<file path="config.mk">
export PLATFORM = sky130hd
export DESIGN_NAME = ising_run_sequencer
export DESIGN_NICKNAME = d
export VERILOG_FILES = /design/src/rtl/ising_run_sequencer.sv
export SDC_FILE = /design/constraint.sdc
export NUM_CORES = 1
export LEC_CHECK = 0
export CAP_MARGIN = 10
export CELL_PAD_IN_SITES_DETAIL_PLACEMENT = 1
export CELL_PAD_IN_SITES_GLOBAL_PLACEMENT = 1
export CORE_ASPECT_RATIO = 1.1
export CORE_MARGIN = 3
export CORE_UTILIZATION = 26
export DETAILED_ROUTE_END_ITERATION = 12
export DONT_BUFFER_PORTS = 1
export PLACE_DENSITY = 0.54
export SETUP_SLACK_MARGIN = 0.3
export SLEW_MARGIN = 20
export SYNTH_ARGS = -nofsm -noshare
export SYNTH_HDL_FRONTEND = slang
export SYNTH_SLANG_ARGS = --single-unit
</file>
<file path="constraint.sdc">
create_clock -name clk_main_a0 -period 2.8 [get_ports clk_main_a0]
set_input_delay 0.28 -clock clk_main_a0 [delete_from_list [all_inputs] [get_ports clk_main_a0]]
set_output_delay 0.28 -clock clk_main_a0 [all_outputs]
set_load 0.01 [all_outputs]
</file>
<file path="src/rtl/ising_run_sequencer.sv">
`default_nettype none
// +--------------------------------------------------------------------------------------------+
// | Module   : ising_run_sequencer                                                             |
// | Desc     : Run scheduler for the Ising core: reset -> anneal -> spin readout per run.       |
// | Revision : 1.0 - initial release                                                           |
// +--------------------------------------------------------------------------------------------+
module ising_run_sequencer #(
   parameter int N          = 256,
   parameter int WORD_W     = 32,
   parameter int RST_CYCLES = 4,
   parameter int CNT_W      = 32,
   localparam int c_num_words = N / WORD_W,
   localparam int c_idx_w     = (c_num_words > 1) ? $clog2(c_num_words) : 1
) (
   input  logic               clk_main_a0,
   input  logic               rst_main_n,
   input  logic               cfg_we,
   input  logic [3:0]         cfg_addr,
   input  logic [31:0]        cfg_wdata,
   output logic [31:0]        cfg_rdata,
   output logic               core_rstn,
   output logic               core_run,
   output logic               spin_rd_req,
   output logic [c_idx_w-1:0] spin_rd_idx,
   input  logic               spin_rd_ack,
   input  logic [WORD_W-1:0]  spin_rd_data,
   output logic               res_valid,
   input  logic               res_ready,
   output logic [WORD_W-1:0]  res_data,
   output logic               res_last,
   output logic               busy,
   output logic               done_pulse
);

   localparam int c_rst_w = (RST_CYCLES > 1) ? $clog2(RST_CYCLES) : 1;

   localparam logic [2:0] c_st_idle = 3'd0;
   localparam logic [2:0] c_st_crst = 3'd1;
   localparam logic [2:0] c_st_run  = 3'd2;
   localparam logic [2:0] c_st_sreq = 3'd3;
   localparam logic [2:0] c_st_sout = 3'd4;
   localparam logic [2:0] c_st_next = 3'd5;

   localparam logic [c_idx_w-1:0] c_last_idx = c_idx_w'(c_num_words - 1);
   localparam logic [c_rst_w-1:0] c_rst_init = c_rst_w'(RST_CYCLES - 1);

   logic [2:0]         r_state;
   logic [2:0]         w_state_nxt;
   logic [c_rst_w-1:0] r_rst_cnt;
   logic [CNT_W-1:0]   r_anneal_cnt;
   logic [CNT_W-1:0]   r_anneal_cyc;
   logic [c_idx_w-1:0] r_idx;
   logic [WORD_W-1:0]  r_word;
   logic [15:0]        r_num_runs;
   logic [15:0]        r_runs_done;
   logic               r_done_flag;
   logic               r_done_pulse;
   logic               r_out_of_reset;
   logic [31:0]        r_rdata;
   logic [31:0]        w_rdata;
   logic [31:0]        w_anneal_rd;
   logic [CNT_W-1:0]   w_anneal_wr;

   logic w_ctrl_wr, w_start, w_abort, w_busy, w_last_word, w_last_run;

   assign w_ctrl_wr   = cfg_we && (cfg_addr == 4'h0);
   assign w_abort     = w_ctrl_wr && cfg_wdata[1];
   assign w_start     = w_ctrl_wr && cfg_wdata[0] && !cfg_wdata[1];
   assign w_busy      = (r_state != c_st_idle);
   assign w_last_word = (r_idx == c_last_idx);
   assign w_last_run  = ((17'(r_runs_done) + 17'd1) == 17'(r_num_runs));

   generate
      if (CNT_W >= 32) begin : g_anneal_wide
         assign w_anneal_rd = r_anneal_cyc[31:0];
         assign w_anneal_wr = CNT_W'(cfg_wdata);
      end else begin : g_anneal_narrow
         assign w_anneal_rd = {{(32-CNT_W){1'b0}}, r_anneal_cyc};
         assign w_anneal_wr = cfg_wdata[CNT_W-1:0];
      end
   endgenerate

   always_ff @(posedge clk_main_a0 or negedge rst_main_n) begin
      if (!rst_main_n) r_state <= c_st_idle;
      else             r_state <= w_state_nxt;
   end

   always_comb begin
      w_state_nxt = r_state;
      if (w_abort && w_busy) begin
         w_state_nxt = c_st_idle;
      end else begin
         case (r_state)
            c_st_idle: if (w_start && (r_num_runs != 16'd0)) w_state_nxt = c_st_crst;
            c_st_crst: if (r_rst_cnt == '0)                  w_state_nxt = c_st_run;
            c_st_run:  if (r_anneal_cnt == '0)               w_state_nxt = c_st_sreq;
            c_st_sreq: if (spin_rd_ack)                      w_state_nxt = c_st_sout;
            c_st_sout: if (res_ready) w_state_nxt = w_last_word ? c_st_next : c_st_sreq;
            c_st_next: w_state_nxt = w_last_run ? c_st_idle : c_st_crst;
            default:   w_state_nxt = c_st_idle;
         endcase
      end
   end

   // Outputs the core and result buffer see drop in the abort cycle itself.
   always_comb begin
      core_rstn   = r_out_of_reset && (r_state != c_st_crst);
      core_run    = (r_state == c_st_run)  && !w_abort;
      spin_rd_req = (r_state == c_st_sreq) && !w_abort;
      res_valid   = (r_state == c_st_sout) && !w_abort;
      res_last    = (r_state == c_st_sout) && w_last_word;
      done_pulse  = r_done_pulse || ((r_state == c_st_next) && w_last_run && !w_abort);
   end

   assign spin_rd_idx = r_idx;
   assign res_data    = r_word;
   assign busy        = w_busy;
   assign cfg_rdata   = r_rdata;

   always_comb begin
      w_rdata = 32'd0;
      case (cfg_addr)
         4'h4:    w_rdata = {16'd0, r_num_runs};
         4'h8:    w_rdata = w_anneal_rd;
         4'hC:    w_rdata = {r_done_flag, w_busy, 14'd0, r_runs_done};
         default: w_rdata = 32'd0;
      endcase
   end

   always_ff @(posedge clk_main_a0 or negedge rst_main_n) begin
      if (!rst_main_n) begin
         r_out_of_reset <= 1'b0;
         r_rst_cnt      <= '0;
         r_anneal_cnt   <= '0;
         r_anneal_cyc   <= CNT_W'(1000);
         r_idx          <= '0;
         r_word         <= '0;
         r_num_runs     <= 16'd1;
         r_runs_done    <= 16'd0;
         r_done_flag    <= 1'b0;
         r_done_pulse   <= 1'b0;
         r_rdata        <= 32'd0;
      end else begin
         r_out_of_reset <= 1'b1;
         r_done_pulse   <= 1'b0;
         r_rdata        <= w_rdata;
         if (cfg_we && !w_busy) begin
            if (cfg_addr == 4'h4) r_num_runs   <= cfg_wdata[15:0];
            if (cfg_addr == 4'h8) r_anneal_cyc <= w_anneal_wr;
         end
         case (r_state)
            c_st_idle: begin
               if (w_start && (r_num_runs != 16'd0)) begin
                  r_runs_done <= 16'd0;
                  r_done_flag <= 1'b0;
                  r_rst_cnt   <= c_rst_init;
               end else if (w_start) begin
                  r_done_flag  <= 1'b1;
                  r_done_pulse <= 1'b1;
               end
            end
            c_st_crst: begin
               if (r_rst_cnt == '0) r_anneal_cnt <= r_anneal_cyc;
               else                 r_rst_cnt    <= r_rst_cnt - c_rst_w'(1);
            end
            c_st_run: begin
               if (r_anneal_cnt == '0) r_idx        <= '0;
               else                    r_anneal_cnt <= r_anneal_cnt - CNT_W'(1);
            end
            c_st_sreq: if (spin_rd_ack) r_word <= spin_rd_data;
            c_st_sout: if (res_ready && !w_last_word) r_idx <= r_idx + c_idx_w'(1);
            c_st_next: begin
               if (r_runs_done != 16'hFFFF) r_runs_done <= r_runs_done + 16'd1;
               if (w_last_run && !w_abort)  r_done_flag <= 1'b1;
               if (!w_last_run)             r_rst_cnt   <= c_rst_init;
            end
            default: ;
         endcase
      end
   end

endmodule
`default_nettype wire
</file>
==> summary.txt, run 1 <==
Run status
  – Status: finished, violations left
  – Failing checks: hold timing, setup timing

Route
  – Detailed-route DRC error count: 0
  – WL final: about 26 mm
  – Drt first pass iters: 5
  – Routed Antenna Nets: 0
  – DR vias: roughly 6600
  – Vias per std cell: between 4 and 5
  – Iter 0 DRT Violations: between 300 and 400
  – DR WL/cell: 20.04 um

Min path
  – Hold/Removal Path Class: in2async

Logic synthesis
  – Syn Nets: approximately 860
  – Cell count after synthesis: roughly 800
  – Main synth FF type: dfrtp_1
  – Flops & latches, synth: 171
  – Syn. warnings: 0
  – Post-Syn Area: 8307 um2
  – Register area share after synthesis: 51.62%
  – Post-synth EDFFs: 0
  – Netlist cell types: between 60 and 70
  – Post-Syn Area per Cell: roughly 11 um2
  – FFs w/ async S/R, synth: between 90% and 100%

Finish
  – Synth-to-Final Area Change: 27.17%
  – N_diodes: 0
  – Fin area: between 10000 and 15000 um2
  – Share of layout cells above drive strength 1: roughly a quarter
  – Most common cell after layout, fill and taps aside: dfrtp_1
  – Most frequent cells in the layout: 158 x dfrtp_1, 81 x mux2_2, 65 x dlygate4sd3_1
  – Layout Nets: approximately 960

Timing
  – Tcrit/Tclk final: 102.9%
  – Pins Over Slew Limit: 0
  – Fin. Hold Viols: approximately 170
  – Hold WS: -0.4529 ns
  – Actual slew at the worst max-slew pin: about 0.63 ns
  – Unrepaired setup endpoints after global routing: yes
  – Post-layout min period: just under 3 ns
  – FMAX: 346.9 MHz
  – Final setup TNS: -0.08227 ns
  – Final setup fails: 1
  – Final setup margin: -0.08227 ns
  – Max-Slew Margin vs Limit: between 50% and 60%
  – Clock Skews: ~0.010 ns

GRT
  – Initial antenna violation count: 2
  – Gr usage total: 15.41%
  – GRT busiest layer: met2
  – Vias in the first global route: roughly 7000
  – Met2 GRT Util: 26.53%
  – M1 GR Usage: between 10% and 20%
  – Met3 Use GR: ~3.4%
  – Total congestion overflow: 0
  – First-pass GRT wire length: 41.33 mm
  – Largest net degree at the start of global routing: between 150 and 200

Worst setup path
  – Kind of end point of the critical path: primary output
  – Slowest stage delay, CP: between 0.5 and 0.6 ns
  – Buf/Inv on CP: 2
  – Worst reg2reg path startpoint: r_runs_done[7]
  – Worst endpoint required time: 2.52 ns
  – CP Max Fanout: 7
  – Reg-to-reg slack, setup: ~0.31 ns
  – Startpoint Class: flop
  – Cell mode on critical path: buf_4
  – Setup CP Type: reg2out
  – CP max stage cell: or4_4
  – Reg2reg end: r_done_flag
  – Reg2Reg Depth: 10
  – CP cell instances: nand4_1 > buf_4 > or4_4 > mux2_2 > o211ai_1 > nor4_2 > buf_4 > a21o_1
  – Critical Path AT: 2.60 ns
  – Crit path max-delay family: simple AND/OR/NAND/NOR gates

Clock network
  – CTS sink cnt: 171
  – CTS buffer count: 17
  – Clock root cell: clkbuf_16
  – Hold-fix buffers, CTS: 65
  – Clock transition at the registers of the reported paths: approximately 0.070 ns
  – TritonCTS clock tree: done
  – CTS H-tree lvls: 4
  – Clk_lat worst skew: 0.44 ns
  – Clk buf depth: 2

Die
  – Full die area: approximately 34000 um2
  – Initial cell density of the core: roughly a quarter
  – Chip width: about 180 um
  – Die Y: 193.5 um
  – Row count: 68
  – IO Pins: around 150
  – CORE AREA: 31480 um2

Pwr
  – Static leakage: ~0.0046 uW
  – Total power draw: slightly above 10000 uW
  – Peak supply drop: 0.4009 mV
  – PD cells: approximately 960 nW/um2

Placement
  – Port Buffers: 0
  – Routability congestion estimate: about 0.86
  – DP Worst Slack: 0.1530 ns
  – Area after DPL: ~9000 um2
  – HPWL after DPL: roughly 18 mm

Job
  – Max Cap Viol: 0
## cell type report
type / instances / area [um2]
Clock inverter: 15 / 207.7
Sequential cell: 171 / 4295
Multi-Input combinational cell: 531 / 3814
Timing Repair Buffer: 132 / 1191
Clock buffer: 17 / 425.4
Inverter: 28 / 105.1
Tap cell: 420 / 525.5
Fill cell: 3509 / 20920
## power by group
group	leakage [uW]	total (uW)	switching (uW)	internal (uW)
Combinational	0.00212	3130	1590	1540
Sequential	0.00220	4390	1040	3340
Clock	0.000309	2630	1120	1510
## per-stage QoR
| step | std cells | utilization (%) |
|---|---|---|
| detailed placement | 1200 | 28.68 |
| global placement | 1200 | 28.68 |
| finish | 1314 | 33.56 |
| floorplan | 785 | - |
| CTS | 1308 | 33.15 |
| global route | 1314 | 33.56 |
## how the worst max path moves through the flow
| stage | from | endpoint | slack (ns) | cells after the start |
|---|---|---|---|---|
| 2_1_floorplan | r_runs_done[0] | done_pulse | 0.31 | 9 |
| 3_3_place_gp | r_runs_done[7] | done_pulse | 0.17 | 6 |
| 3_5_place_dp | r_runs_done[6] | done_pulse | 0.15 | 6 |
| 4_1_cts | r_runs_done[4] | done_pulse | -0.14 | 8 |
| 5_1_grt | r_runs_done[6] | done_pulse | -0.19 | 10 |
| 6_report | r_runs_done[7] | done_pulse | -0.08 | 8 |
## cells by family (layout without fill, tap and decap cells)
| kind of cell | after synthesis | in the layout | synth area share [%] |
|---|---|---|---|
| DFF | 171 | 171 | 51.62 |
| other | 1 | 1 | 0.04514 |
| muxes | 87 | 87 | 11.70 |
| AOI/OAI and AO/OA | 197 | 197 | 15.45 |
| buffers and inverters | 83 | 192 | 3.961 |
| and+or+nand+nor | 222 | 222 | 14.45 |
| xor gates and xnor gates | 18 | 18 | 1.898 |
| adders and majority gates | 6 | 6 | 0.8736 |
## cell usage after synthesis, drive strengths merged, types with 4 or more instances
cell	n	share of area, %
dfrtp	164	49
mux2	81	11
o21ai	70	4.2
nor2	57	2.6
clkbuf	46	2.1
a21oi	43	2.6
nand2	39	1.9
inv	28	1.3
nor3	22	1.3
and2	18	1.4
a222oi	16	1.9
nor4	16	1.5
nand3	14	0.84
a22oi	10	0.90
xor2	10	1.1
buf	9	0.60
o31ai	9	1.0
nand4	8	0.68
xnor2	8	0.84
dfstp	7	2.2
mux2i	6	0.72
nand2b	6	0.45
or4	6	0.54
a31oi	5	0.38
ha	5	0.75
nor2b	5	0.38
o22ai	5	0.38
or3	5	0.38
o21a	4	0.36
o41ai	4	0.42
## flip-flops by register name (all words and copies together), names as in the netlist, 2 cells and up
name	cells
r_anneal_cnt	32
r_rst_cnt	2
res_data	32
r_runs_done	16
r_state	3
cfg_rdata	32
r_num_runs	16
spin_rd_idx	3
r_anneal_cyc	32
## layer usage
layer  vias to the layer above  wire length [um]
met1                      3305             11510
met3                        32              1243
met5                         -                21
li1                       3062                 -
met2                       155             13200
met4                         4               361
## repair_timing
action	4_1_cts	5_1_grt
hold endpoints to repair	252	171
resized for setup	12	15
pin swaps	6	4
endpoints found under the setup margin	20	41
gates cloned	0	1
buffers inserted	11	5
Note: power is estimated with default switching activity, not from simulation.
==> run 2: changes to the inputs <==
--- a/config.mk
+++ b/config.mk
@@ -13,6 +13,7 @@
 export CORE_UTILIZATION = 26
 export DETAILED_ROUTE_END_ITERATION = 12
 export DONT_BUFFER_PORTS = 1
+export GPL_TIMING_DRIVEN = 0
 export PLACE_DENSITY = 0.54
 export SETUP_SLACK_MARGIN = 0.3
 export SLEW_MARGIN = 20
==> run 2 against run 1 <==
Against the previous run: the flow still finishes with violations (hold timing, setup timing); combinational power increased by 8.0%; sequential share of layout area decreased by 0.26 points; first-iteration DRC count decreased by 13%; power increased by 0.60%; sequential power decreased by 0.9%.
==> summary.txt, run 2 (synthesis results as in run 1) <==
Route
  – DR vias: approximately 6700
  – WL final: ~27 mm
  – Iter 0 DRT Violations: around 340
  – DR WL/cell: 20.64 um
  – Detailed-route DRC error count: 0
  – Drt first pass iters: 7
  – Vias per std cell: slightly above 5
  – Routed Antenna Nets: 0

Pwr
  – Clock power share: 24.3%
  – Switching Fraction: between 30% and 40%
  – Peak supply drop: 0.4800 mV
  – Static leakage: about 0.0046 uW
  – Internal power: approximately 6400 uW
  – Sequential power share: between 40% and 50%
  – Logic gate share of total power: 33.1%
  – PD cells: approximately 960 nW/um2
  – Switching power: about 3800 uW

GRT
  – Initial antenna violation count: 4
  – Total congestion overflow: 0
  – Vias in the first global route: just over 7000
  – Gr usage total: approximately 16%
  – First-pass GRT wire length: about 43 mm
  – Largest net degree at the start of global routing: ~170

Placement
  – Area after DPL: ~9000 um2
  – HPWL after DPL: between 15 and 20 mm
  – Port Buffers: 0
  – DP Worst Slack: -0.6390 ns
  – Routability congestion estimate: approximately 0.83

Die
  – Full die area: roughly 34000 um2
  – Die Y: approximately 190 um
  – Chip width: 176.4 um
  – Row count: 68
  – IO Pins: about 150
  – CORE AREA: 31480 um2
  – Initial cell density of the core: between 20% and 30%

Clock network
  – TritonCTS clock tree: done
  – CTS H-tree lvls: 4
  – Clk_lat worst skew: roughly 0.44 ns
  – Hold-fix buffers, CTS: 65
  – Clock transition at the registers of the reported paths: approximately 0.07 ns
  – Clock root cell: clkbuf_16
  – CTS sink cnt: between 150 and 200
  – CTS buffer count: 17
  – Clk buf depth: 2

Finish
  – Multi-input gate area: 3939 um2
  – Fin area: approximately 11000 um2
  – Layout Nets: slightly below 1000
  – Filler cells: roughly 3500
  – Most frequent cells in the layout: 158 x dfrtp_1, 81 x mux2_2, 65 x dlygate4sd3_1
  – Most common cell after layout, fill and taps aside: dfrtp_1
  – FF/Latch Area: 4295 um2
  – Share of layout cells above drive strength 1: between 20% and 30%
  – Synth-to-Final Area Change: 27.99%

Worst setup path
  – Kind of end point of the critical path: primary output
  – Reg2Reg Depth: 12
  – CP Max Fanout: 3
  – Worst endpoint required time: approximately 2.5 ns
  – Critical Path AT: about 2.8 ns
  – Critical Path Start: r_runs_done[0]
  – Worst reg2reg path startpoint: r_runs_done[0]
  – Startpoint Class: flop
  – Reg-to-reg slack, setup: ~0.12 ns
  – Reg2reg end: r_done_flag
  – Setup CP Type: reg2out

Timing
  – Unrepaired setup endpoints after global routing: yes
  – Clock Skews: ~0.011 ns
  – Final setup fails: 1
  – Fin. Hold Viols: about 170
  – Post-layout min period: between 3 and 4 ns
  – FMAX: roughly 330 MHz
  – Actual slew at the worst max-slew pin: 0.9214 ns
  – Max-Slew Margin vs Limit: roughly two fifths
  – Tcrit/Tclk final: 108.5%
  – Final setup margin: -0.2380 ns
  – Hold WS: -0.4538 ns
  – Pins Over Slew Limit: 0

Min path
  – Hold/Removal Path Class: in2async

Run status
  – Failing checks: hold timing, setup timing
  – Status: finished, violations left

Job
  – Max Cap Viol: 0
## run 2: cell count changes in the layout (fill, tap and decap cells not counted), sizes merged
cell      before  now
inv           34   32
clkinv         4    2
diode          0    1
clkinvlp       1    4
buf           66   39
clkbuf        18   57
bufinv         4    3
## run 2: layer usage
layer | vias up | routed length, um | track usage, %
li1 | 3085 | - | -
met1 | 3434 | 11850 | 20.31
met4 | 6 | 254 | 3.318
met5 | - | 28 | 0
met3 | 22 | 1200 | 3.691
met2 | 140 | 14010 | 27.99
## run 2: layout make-up
type                       instances  area share [%]
sequential                       171           40.40
multi-input combinational        531           37.05
timing repair buffer              87           7.779
tap                              420           4.943
clock buffer                      19           4.166
buffer                            55           3.095
clock inverter                    13           1.553
inverter                          28          0.9886
antenna                            1         0.02354
## run 2: worst max-delay path by stage
stage / cells after the start / slack (ns) / to
finish: 10 / -0.24 / done_pulse
global route: 9 / -0.32 / done_pulse
detailed placement: 8 / -0.64 / r_runs_done[6]
CTS: 10 / -0.33 / done_pulse
floorplan: 9 / 0.31 / done_pulse
global placement: 8 / -0.62 / r_runs_done[6]
## run 2: metrics by stage
stage / hold WS (ns) / total power [uW] / TNS, ns / util, % / instances
after floorplan: -0.01559 / 6232 / 0 / - / 785
after global routing: -0.4960 / 10890 / -0.3231 / 33.77 / 1325
after global placement: 0.0003258 / 7160 / -17.90 / 28.10 / 1205
after CTS: -0.4778 / 10100 / -0.3277 / 33.08 / 1317
after detailed placement: 0.0007996 / 7252 / -16.39 / 28.12 / 1205
final: -0.4538 / 10210 / -0.2380 / 33.77 / 1325
## run 2: repair_timing
action,4_1_cts,5_1_grt
resized for setup,51,65
pin swaps,11,8
setup buffers,15,7
hold endpoints to repair,252,171
setup endpoints to repair,106,50
## run 2: worst max-delay path, cell delays in order (launching register included)
cell and delay, ns:
dfrtp_2 0.39, ha_4 0.14, buf_8 0.10, nand2_4 0.05, or4_4 0.52, buf_8 0.14
mux2_2 0.26, o211ai_1 0.31, nor4_4 0.05, buf_4 0.16, a21o_1 0.19
## run 2: power groups by stage
stage / Combinational [uW] / Sequential (uW) / Clock [uW]
5_1_grt: 3750 / 4470 / 2670
3_3_place_gp: 2820 / 4340 / 0
2_1_floorplan: 2230 / 4010 / 0
4_1_cts: 3210 / 4330 / 2560
3_5_place_dp: 2890 / 4360 / 0
6_report: 3380 / 4350 / 2480
==> variant (flow settings as in run 2) <==
Make the reset (`rst_main_n`) synchronous in 2 clocked blocks.
--- a/src/rtl/ising_run_sequencer.sv
+++ b/src/rtl/ising_run_sequencer.sv
@@ -80,7 +80,7 @@
       end
    endgenerate
 
-   always_ff @(posedge clk_main_a0 or negedge rst_main_n) begin
+   always_ff @(posedge clk_main_a0) begin
       if (!rst_main_n) r_state <= c_st_idle;
       else             r_state <= w_state_nxt;
    end
@@ -127,7 +127,7 @@
       endcase
    end
 
-   always_ff @(posedge clk_main_a0 or negedge rst_main_n) begin
+   always_ff @(posedge clk_main_a0) begin
       if (!rst_main_n) begin
          r_out_of_reset <= 1'b0;
          r_rst_cnt      <= '0;
Behaviour: differs if rst_main_n is asserted again (counterexample within 4 cycles, from zero or initial values and one cycle with rst_main_n low); with rst_main_n held inactive, the same outputs for 4 cycles.
==> variant against run 2 <==
The run ends with negative setup slack left; synthesized cell count increased by 28%; combinational power decreased by 29%; worst hold slack improved by 0.60 ns; wire length increased by 18%; area after synthesis decreased by 0.24%; cell area about the same; total power decreased by 26%; setup slack got worse by 0.043 ns; sequential cell count unchanged; critical path type unchanged; largest power group unchanged; highest routed layer is now met4.
==> variant: results (changes against run 2) <==
- Status: finished, violations left (unchanged)
- Failing checks: negative setup slack (was negative hold slack, negative setup slack)
- Number of multi-input logic gates: 746 (was 531)
- Slew HR: 0.329 (was 0.384)
- Non-clk bufs: 175 (was 142)
- Clock Skew: 0.0140 ns (was 0.0112 ns)
- Total net switching power: 2.70 mW (was 3.80 mW)
- Leakage: 3.87 nW (was 4.57 nW)
- GRT Total Usage: 0.184 (was 0.160)
- Via-per-instance ratio: 5.10 (was 5.05)
- Vias in the first global route: 8,165 (was 7,157)
- Met1 Wirelength: 14,300 µm (was 11,900 µm)
- Setup-failing EPs final: 1 (unchanged)
- Ranking of synthesized cells by area: dfxtp_1 41%, nand2_1 8.6%, mux2i_1 6.3% (was dfrtp_1 49%, mux2_2 11%, a21oi_1 2.6%)
- Synth top cells by count: 189 x nand2_1, 171 x dfxtp_1, 79 x a21oi_1, 73 x nor2_1, 53 x clkbuf_1 (was 164 x dfrtp_1, 81 x mux2_2, 57 x nor2_1, 45 x clkbuf_1, 43 x a21oi_1)
- Synth Flop Type: dfxtp_1 (was dfrtp_1)
- Met2 WL: 15,800 µm (was 14,000 µm)
- Yosys cell types: 78 (was 69)
- Sequential Power: 2.66 mW (was 4.35 mW)
- Post-CTS sizing: 38 (was 51)
- Final WS setup: -0.281 ns (was -0.238 ns)
- Clk cell area share: 0.0569 (was 0.0572)
- Syn Area/Cell: 8.24 µm² (was 10.6 µm²)
- Routability Congestion: 0.819 (was 0.827)
- Worst hold path class: input pin to register (was input pin to asynchronous set/reset pin)
- Syn nets: 1,084 (was 863)
- Via count: 7,899 (was 6,687)
- Maximum fanout along the worst path: 7 (was 3)
- Fraction of layout cells with a size suffix above 1: 0.152 (was 0.242)
- Register area share after synthesis: 0.413 (was 0.516)
- Async SR Flop Fraction: 0 (was 1.00)
- Inverter count: 10 (was 28)
- Arr. time, crit path: 2.80 ns (was 2.76 ns)
- Well tap count: 414 (was 420)
- Routed len/inst: 20.8 µm (was 20.6 µm)
- Highest Signal Layer: met4 (was met5)
- First-pass GRT wire length: 49,000 µm (was 42,900 µm)
variant: stage by stage:
step                      TNS, ns  setup WS (ns)   util  cell area [µm²]  power [mW]
after floorplan                 0          0.258      -             8300        3.92
after global placement     -12.30         -0.252  0.285             8820        4.49
after detailed placement   -15.33         -0.235  0.285             8820        4.51
after CTS                  -0.362         -0.362  0.335            10400        7.37
after global routing       -0.360         -0.360  0.344            10600        7.96
final                      -0.281         -0.281  0.344            10600        7.56
variant: kinds of logic after synthesis:
family | Yosys count | synth area share
compound gates | 224 | 0.172
simple gates | 429 | 0.249
mux | 69 | 0.0859
flops | 171 | 0.413
xor+xnor | 19 | 0.0201
buf+inv | 89 | 0.0519
fa+ha+maj | 5 | 0.00755
variant: final timing paths:
check,startpoint,end,slack [ns],depth (start not counted)
max,r_runs_done[8],done_pulse,-0.28,8
min,spin_rd_ack,r_state[1],0.15,3
max reg2reg,r_runs_done[8],r_done_flag,0.18,11
min reg2reg,r_anneal_cyc[17],r_anneal_cyc[17],0.48,2
